[src/rtl/mem_arb_pkg.sv]
// Shared definitions for the unified memory arbiter: FSM state encoding,
// requester index constants and the default watchdog length.
package mem_arb_pkg;

    typedef enum logic [1:0] {
        ST_IDLE   = 2'b00,
        ST_ACCESS = 2'b01,
        ST_RESP   = 2'b10
    } arb_state_t;

    localparam int REQ_CPU = 0;
    localparam int REQ_LDR = 1;

    localparam int DEFAULT_TIMEOUT = 15;

endpackage

[src/rtl/rr_pick2.sv]
// Two-way round-robin picker: when both requesters ask, the one that was
// not served last wins; a lone requester always wins.
module rr_pick2 (
    input  logic [1:0] i_req,
    input  logic       i_last,
    output logic       o_valid,
    output logic       o_winner
);

    // Pick a winner from the request pair, favouring the non-last requester on contention
    always_comb begin
        o_valid  = |i_req;
        o_winner = 1'b0;
        if (i_req == 2'b11) begin
            o_winner = ~i_last;
        end else if (i_req[1]) begin
            o_winner = 1'b1;
        end
    end

endmodule

[src/rtl/mem_arbiter.sv]
// Shares the processor's single instruction/data memory between the CPU and
// the program loader. One access at a time: IDLE picks a requester, ACCESS
// holds the memory request until ack or watchdog expiry, RESP returns a
// one-cycle done pulse (with err on timeout) to the served requester.
module mem_arbiter
    import mem_arb_pkg::*;
#(
    parameter int AW      = 32,
    parameter int DW      = 32,
    parameter int TIMEOUT = DEFAULT_TIMEOUT
) (
    input  logic            i_clk,
    input  logic            i_reset,
    input  logic [1:0]      i_req,
    input  logic [1:0]      i_we,
    input  logic [2*AW-1:0] i_addr,
    input  logic [2*DW-1:0] i_wdata,
    output logic [DW-1:0]   o_rdata,
    output logic [1:0]      o_done,
    output logic            o_err,
    output logic            o_owner,
    output logic            o_mem_req,
    output logic            o_mem_we,
    output logic [AW-1:0]   o_mem_addr,
    output logic [DW-1:0]   o_mem_wdata,
    input  logic [DW-1:0]   i_mem_rdata,
    input  logic            i_mem_ack
);

    // Counter only needs to reach TIMEOUT-1; keep at least one bit for TIMEOUT=1.
    localparam int CW = (TIMEOUT > 1) ? $clog2(TIMEOUT) : 1;
    localparam logic [CW-1:0] CNT_LAST = CW'(TIMEOUT - 1);

    arb_state_t    r_state;
    arb_state_t    w_next_state;

    logic [CW-1:0] r_cnt;
    logic          r_owner;
    logic          r_mem_req;
    logic          r_mem_we;
    logic [AW-1:0] r_mem_addr;
    logic [DW-1:0] r_mem_wdata;
    logic [DW-1:0] r_rdata;
    logic [1:0]    r_done;
    logic          r_err;

    logic [CW-1:0] w_cnt;
    logic          w_owner;
    logic          w_mem_req;
    logic          w_mem_we;
    logic [AW-1:0] w_mem_addr;
    logic [DW-1:0] w_mem_wdata;
    logic [DW-1:0] w_rdata;
    logic [1:0]    w_done;
    logic          w_err;

    logic          w_pick_valid;
    logic          w_pick_winner;

    rr_pick2 u_pick (
        .i_req    (i_req),
        .i_last   (r_owner),
        .o_valid  (w_pick_valid),
        .o_winner (w_pick_winner)
    );

    // State register; reset abandons any in-flight access
    always_ff @(posedge i_clk) begin
        if (i_reset) begin
            r_state <= ST_IDLE;
        end else begin
            r_state <= w_next_state;
        end
    end

    // Next-state and datapath decisions; everything holds unless a transition changes it
    always_comb begin
        w_next_state = r_state;
        w_cnt        = r_cnt;
        w_owner      = r_owner;
        w_mem_req    = r_mem_req;
        w_mem_we     = r_mem_we;
        w_mem_addr   = r_mem_addr;
        w_mem_wdata  = r_mem_wdata;
        w_rdata      = r_rdata;
        w_done       = 2'b00;
        w_err        = r_err;

        case (r_state)
            ST_IDLE: begin
                if (w_pick_valid) begin
                    w_owner   = w_pick_winner;
                    w_mem_req = 1'b1;
                    w_cnt     = '0;
                    if (w_pick_winner) begin
                        w_mem_we    = i_we[REQ_LDR];
                        w_mem_addr  = i_addr[REQ_LDR*AW +: AW];
                        w_mem_wdata = i_wdata[REQ_LDR*DW +: DW];
                    end else begin
                        w_mem_we    = i_we[REQ_CPU];
                        w_mem_addr  = i_addr[REQ_CPU*AW +: AW];
                        w_mem_wdata = i_wdata[REQ_CPU*DW +: DW];
                    end
                    w_next_state = ST_ACCESS;
                end
            end

            ST_ACCESS: begin
                if (i_mem_ack) begin
                    w_rdata          = r_mem_we ? '0 : i_mem_rdata;
                    w_err            = 1'b0;
                    w_mem_req        = 1'b0;
                    w_mem_we         = 1'b0;
                    w_done[r_owner]  = 1'b1;
                    w_next_state     = ST_RESP;
                end else if (r_cnt == CNT_LAST) begin
                    w_rdata          = '0;
                    w_err            = 1'b1;
                    w_mem_req        = 1'b0;
                    w_mem_we         = 1'b0;
                    w_done[r_owner]  = 1'b1;
                    w_next_state     = ST_RESP;
                end else begin
                    w_cnt = r_cnt + CW'(1);
                end
            end

            ST_RESP: begin
                w_err        = 1'b0;
                w_next_state = ST_IDLE;
            end

            default: begin
                w_next_state = ST_IDLE;
            end
        endcase
    end

    // Datapath registers; owner resets to the loader so the CPU wins the first contention
    always_ff @(posedge i_clk) begin
        if (i_reset) begin
            r_cnt       <= '0;
            r_owner     <= 1'b1;
            r_mem_req   <= 1'b0;
            r_mem_we    <= 1'b0;
            r_mem_addr  <= '0;
            r_mem_wdata <= '0;
            r_rdata     <= '0;
            r_done      <= 2'b00;
            r_err       <= 1'b0;
        end else begin
            r_cnt       <= w_cnt;
            r_owner     <= w_owner;
            r_mem_req   <= w_mem_req;
            r_mem_we    <= w_mem_we;
            r_mem_addr  <= w_mem_addr;
            r_mem_wdata <= w_mem_wdata;
            r_rdata     <= w_rdata;
            r_done      <= w_done;
            r_err       <= w_err;
        end
    end

    assign o_rdata     = r_rdata;
    assign o_done      = r_done;
    assign o_err       = r_err;
    assign o_owner     = r_owner;
    assign o_mem_req   = r_mem_req;
    assign o_mem_we    = r_mem_we;
    assign o_mem_addr  = r_mem_addr;
    assign o_mem_wdata = r_mem_wdata;

endmodule
[config.mk]
export PLATFORM = sky130hd
export DESIGN_NAME = mem_arbiter
export DESIGN_NICKNAME = d
export VERILOG_FILES = /design/src/rtl/mem_arb_pkg.sv /design/src/rtl/rr_pick2.sv /design/src/rtl/mem_arbiter.sv
export SDC_FILE = /design/constraint.sdc
export NUM_CORES = 1
export LEC_CHECK = 0
export ABC_AREA = 1
export CAP_MARGIN = 30
export CORE_MARGIN = 4
export CORE_UTILIZATION = 43
export DETAILED_ROUTE_END_ITERATION = 7
export PLACE_DENSITY = 0.85
export SETUP_SLACK_MARGIN = 0.4
export SLEW_MARGIN = 30
export SYNTH_ARGS = -nofsm -noshare
export SYNTH_HDL_FRONTEND = slang
export SYNTH_SLANG_ARGS = --single-unit
[constraint.sdc]
create_clock -name i_clk -period 2.1 [get_ports i_clk]
set_input_delay 0.315 -clock i_clk [delete_from_list [all_inputs] [get_ports i_clk]]
set_output_delay 0.315 -clock i_clk [all_outputs]
set_load 0.05 [all_outputs]
# --- Word-level counts from Yosys, hierarchy flattened ---
# Cells that the tools add are included.
classes:
  add_sub_neg: 1
  order_cmp: 2
  n_eq_ne: 8
  mux: 29
  bitwise_logic: 2
  reduce_logical: 13
op_table:
  columns: ["cell", "count"]
  rows:
  - ["two-way mux 32 bit", 5]
  - ["two-way mux 4 bit", 3]
  - ["two-way mux 1 bit", 10]
  - ["two-way mux 2 bit", 5]
  - ["case mux 4 bit (2 select lines)", 1]
  - ["AND reduction 2 bit", 4]
  - ["case mux 1 bit (2 select lines)", 3]
  - ["nonzero test 2 bit", 3]
  - ["adder 4 x 1 -> 4 bit (second input constant)", 1]
  - ["== test 2 bit (second input constant)", 2]
  - ["== test 4 bit (second input constant)", 1]
  - ["inequality test 2 bit (second input constant)", 2]
  - ["case mux 2 bit (2 select lines)", 1]
  - ["AND reduction 4 bit", 1]
  - ["OR reduction 2 bit", 2]
  - ["inequality test 3 bit (second input constant)", 1]
  - ["AND reduction 3 bit", 1]
  - ["== test 2 x 1 -> 1 bit (second input constant)", 1]
  - ["logical NOT 2 bit", 1]
  - ["< comparator 1 x 2 -> 1 bit (second input constant)", 1]
  - ["inequality test 2 x 1 -> 1 bit (second input constant)", 1]
  - ["NOT 1 bit", 2]
  - ["demux 1 bit (select 1 bit)", 1]
  - [">= comparator 1 bit (second input constant)", 1]
  - ["logical AND 1 bit", 1]
word_totals:
  reg_bits: 108
  output_inout_bits: 102
  wordCells: 65

# --- Logic depth before layout (Yosys ltp) ---
logic_depth:
  depth_word: 6
  ltp_mapped: 9

# --- Cells and area by module ---
# Synthesis repeated with hierarchy kept, for this count alone.
unflattened:
  hier_cells: 709
  area_unflattened_um2: 4799.6
modules_own_cells:
  columns: ["module", "n_inst", "cells_per_inst", "area_each_um2", "seq_area_each_um2"]
  rows:
  - ["mem_arbiter", 1, 706, 4784.6, 2162.1]
  - ["rr_pick2", 1, 3, 15.0, 0.0]

# --- Worst setup path after synthesis ---
# Ideal clock, no wire load.
synth_timing:
  path_kind: "reg2reg"
  from: "register r_owner, in the netlist o_owner"
  to: "register r_mem_addr[0], in the netlist o_mem_addr[0]"
  setup_time_ns: 0.118
  t_arrival_ns: 1.376
  required_time_ns: 1.982
  setup_slack_ns: 0.607
  path_stages_with_launch: 8
  path_buffers: 2
  synth_period_minus_slack_ns: 1.493
  path_cell_list: "dfxtp_1 -> a21oi_2 -> inv_1 -> buf_4 -> buf_2 -> nor2_1 -> nor2_1 -> nor2_1"
synth_via:
  elab_chain_cells: 3
synth_rtl:
  columns: ["item", "line_no", "source"]
  rows:
  - ["start: declaration", "mem_arbiter.sv:38", "logic r_owner;"]
  - ["start signal: assignment", "mem_arbiter.sv:153", "r_owner <= w_owner;"]
  - ["NOT 1 bit", "rr_pick2.sv:15", "o_winner = ~i_last;"]
  - ["two-way mux 1 bit", "rr_pick2.sv:14", "if (i_req == 2'b11) begin"]
  - ["two-way mux 32 bit", "mem_arbiter.sv:95", "if (w_pick_winner) begin"]
  - ["end signal: assignment", "mem_arbiter.sv:156", "r_mem_addr <= w_mem_addr;"]
  - ["end: declaration", "mem_arbiter.sv:41", "logic [AW-1:0] r_mem_addr;"]
# No other way between the ends.
# A chain may end at the register's enable or synchronous reset.

# --- Worst setup path after layout ---
layout_timing:
  from: "register r_owner, in the netlist o_owner"
  to: "output o_owner"
layout_lines:
  columns: ["item", "line_no", "source"]
  rows:
  - ["end: declaration", "mem_arbiter.sv:21", "output logic o_owner,"]
# No word-level cell between the ends.

==> out/results.txt <==
DR vias/cell = 4.58
Slew @ Worst Pin = 0.558 ns
Worst path slowest cell = dlygate4sd2_1
DRC violation count after routing = 0
Die area = 13600 um^2
Final Wtd Congestion = 0.815
Drt wl/cell = 13.2 um
Synthesized area = 5060 um^2
Fmax = 620 MHz
Relative slew slack = 0.630
Worst setup path category = reg2out
Final setup margin = 0.486 ns
Routed vias = 5334
Utilization after layout = 0.692
Cells after Synth = 770
Vias in the first global route = 4956
Setup TNS = 0 ns
Slew Viols, Final = 0
Cell Chain, Critical Path = dlygate4sd2_1
Buffers and inverters on the worst path = 1
Pre-Repair DR Iteration Count = 5
Largest delay share family, worst path = buffers and inverters
1st-iter DRT viols = 316
VDD IR max = 0.599 mV
EDFF count, synth = 0
Critical Path RT = 1.78 ns
LEAKAGE = 4.19 nW
Initial antenna violation count = 0
Chip height = 116 um
Dpl hpwl = 11.7 mm
GRT overflow = 0
Antenna Violating Nets Remaining = 0
Core box area = 11500 um^2
H-tree levels = 3
Hold Fails Final Rpt = 0
CTS buffer count = 9
# rows = 39
Async set-reset flop share out of synthesis = 0
CP Capture Type = output pin
Status = complete, no violations
Setup bufs post-CTS = 0
Clock latency on the worst-skew pair = 0.34 ns
Final setup vio count = 0
Wirelength, routed = 15.4 mm
Clk sinks = 108
Fin crit share = 0.769
Largest family of logic cells by synthesized area = simple AND/OR/NAND/NOR gates
Largest net degree at the start of global routing = 76
Hold WC Path Type = reg2reg
Root Driver = clkbuf_16
CTS max path bufs = 2
IO Port Bufs = 268
Hold Buf Count CTS = 0
Max-cap viol count = 0
Total track usage = 0.216
Post-Synth Simple-Gate Area = 0.367
Number of distinct library cells after synthesis = 29
Clock transition time at the flip-flop clock pins of the worst setup and hold paths = 0.07 ns
Die W = 116 um
Mux contribution to synthesized area = 0
Pre-CTS setup slack = 0.296 ns
Delay of the slowest critical-path stage = 0.56 ns
Post-synthesis adder-cell area fraction = 0.00494
CP Launch Type = flip-flop
CTS tree = done
Global-route wire length before repair = 23.3 mm
Final net count = 1185
RSZ-0062 raised after global routing = false
Clk_skew = 0.00868 ns
Compound-Gate Fraction of Synth Area = 0.0729
Number of diodes = 0
Syn avg cell area = 6.57 um^2
Register bit total from synthesis = 108
Area Overhead vs Synth = 56.7%
Pwr/cell area = 751 nW/um^2
Worst endpoint data arrival time = 1.30 ns
Number of synthesis warnings = 0
Layout cells sized above 1 = 0.0392
Post-synth top flop = dfxtp_1
Critical path peak fanout = 5
Initial Utilization = 0.441
Min cycle time layout = 1.61 ns
Post-synthesis sequential area ratio = 0.427
Syn nets = 939
XOR/XNOR Fraction of Synth Area = 0
I/O pins = 269
## where the power goes
group / switching, mW / total [mW] / internal [mW] / leakage [nW]
Sequential: 0.102 / 2.34 / 2.24 / 0.890
Clock: 0.767 / 1.71 / 0.939 / 0.144
Combinational: 1.22 / 1.91 / 0.690 / 3.16
## cell usage in the layout, fill, tap and decap left out, drive strengths merged
cell,count
nand2,215
nor2,203
clkdlybuf4s50,166
dfxtp,108
dlygate4sd2,100
inv,80
o21ai,66
nand3,41
buf,13
clkbuf,11
a21oi,4
clkinv,3
nor3,2
nand4,2
ha,2
nand3b,1
o21a,1
o211ai,1
bufinv,1
clkinvlp,1
## metrics by stage
step	hold slack, ns	cell area [um^2]	total power, mW	cells
after global placement	0.427	7760	4.41	1148
after floorplan	0.453	5060	3.65	770
final	0.441	7930	5.96	1164
after CTS	0.445	7940	6.03	1164
after detailed placement	0.432	7760	4.44	1148
after global routing	0.456	7930	6.26	1164
## cell families after synthesis
| group | count (synthesis) |
|---|---|
| and+or+nand+nor | 464 |
| buffers and inverters | 124 |
| DFF | 108 |
| AOI/OAI and AO/OA | 72 |
| adders and majority gates | 2 |
## final timing paths
| kind | depth (start not counted) | end | slack [ns] | from |
|---|---|---|---|---|
| setup / recovery | 1 | o_owner | 0.49 | o_owner |
| hold / removal | 2 | o_rdata[0] | 0.44 | o_rdata[0] |
| setup reg to reg | 8 | o_rdata[1] | 0.58 | r_cnt[0] |
| hold reg to reg | 2 | o_rdata[0] | 0.44 | o_rdata[0] |
## cell type report
type                       count  area (um^2)
tap                          143          179
sequential                   108         2160
timing repair buffer         280         2740
inverter                      79          300
multi-input combinational    538         2250
clock buffer                  10          229
clock inverter                 6         72.6
fill                         993         3530
## synth_stat cells (2+ instances only)
cell type    n  area (um^2)
nand4_1      2         12.5
ha_1         2         25.0
nor3_1       2         10.0
a21oi_1      3         15.0
dfxtp_1    108         2160
nor2_4       2         22.5
o21ai_0     37          185
nand2_4      2         22.5
nor2_1     199          747
buf_6       19          214
clkbuf_1     8         30.0
nand3_1     41          205
o21ai_1     29          145
buf_2       14         70.1
nand2_1    212          796
inv_1       77          289
## routing by layer
metal / share of wire / track usage / wire length (um)
met5: 0 / 0 / 0
met4: 0.022 / 0.0626 / 333
met3: 0.11 / 0.0839 / 1650
met1: 0.39 / 0.241 / 6030
met2: 0.48 / 0.382 / 7380
## registers in the layout (all words and copies together) (netlist names)
name / flops
r_state: 2
o_mem_wdata: 32
o_mem_addr: 32
o_mem_req: 1
o_mem_we: 1
o_done: 2
o_owner: 1
o_err: 1
o_rdata: 32
r_cnt: 4
## timing repair
| action | CTS | global route |
|---|---|---|
| resized for setup | 101 | 2 |
| endpoints found under the setup margin | 101 | 1 |
| cloned | 0 | 0 |
No activity file was read; power rests on OpenSTA's default activity.
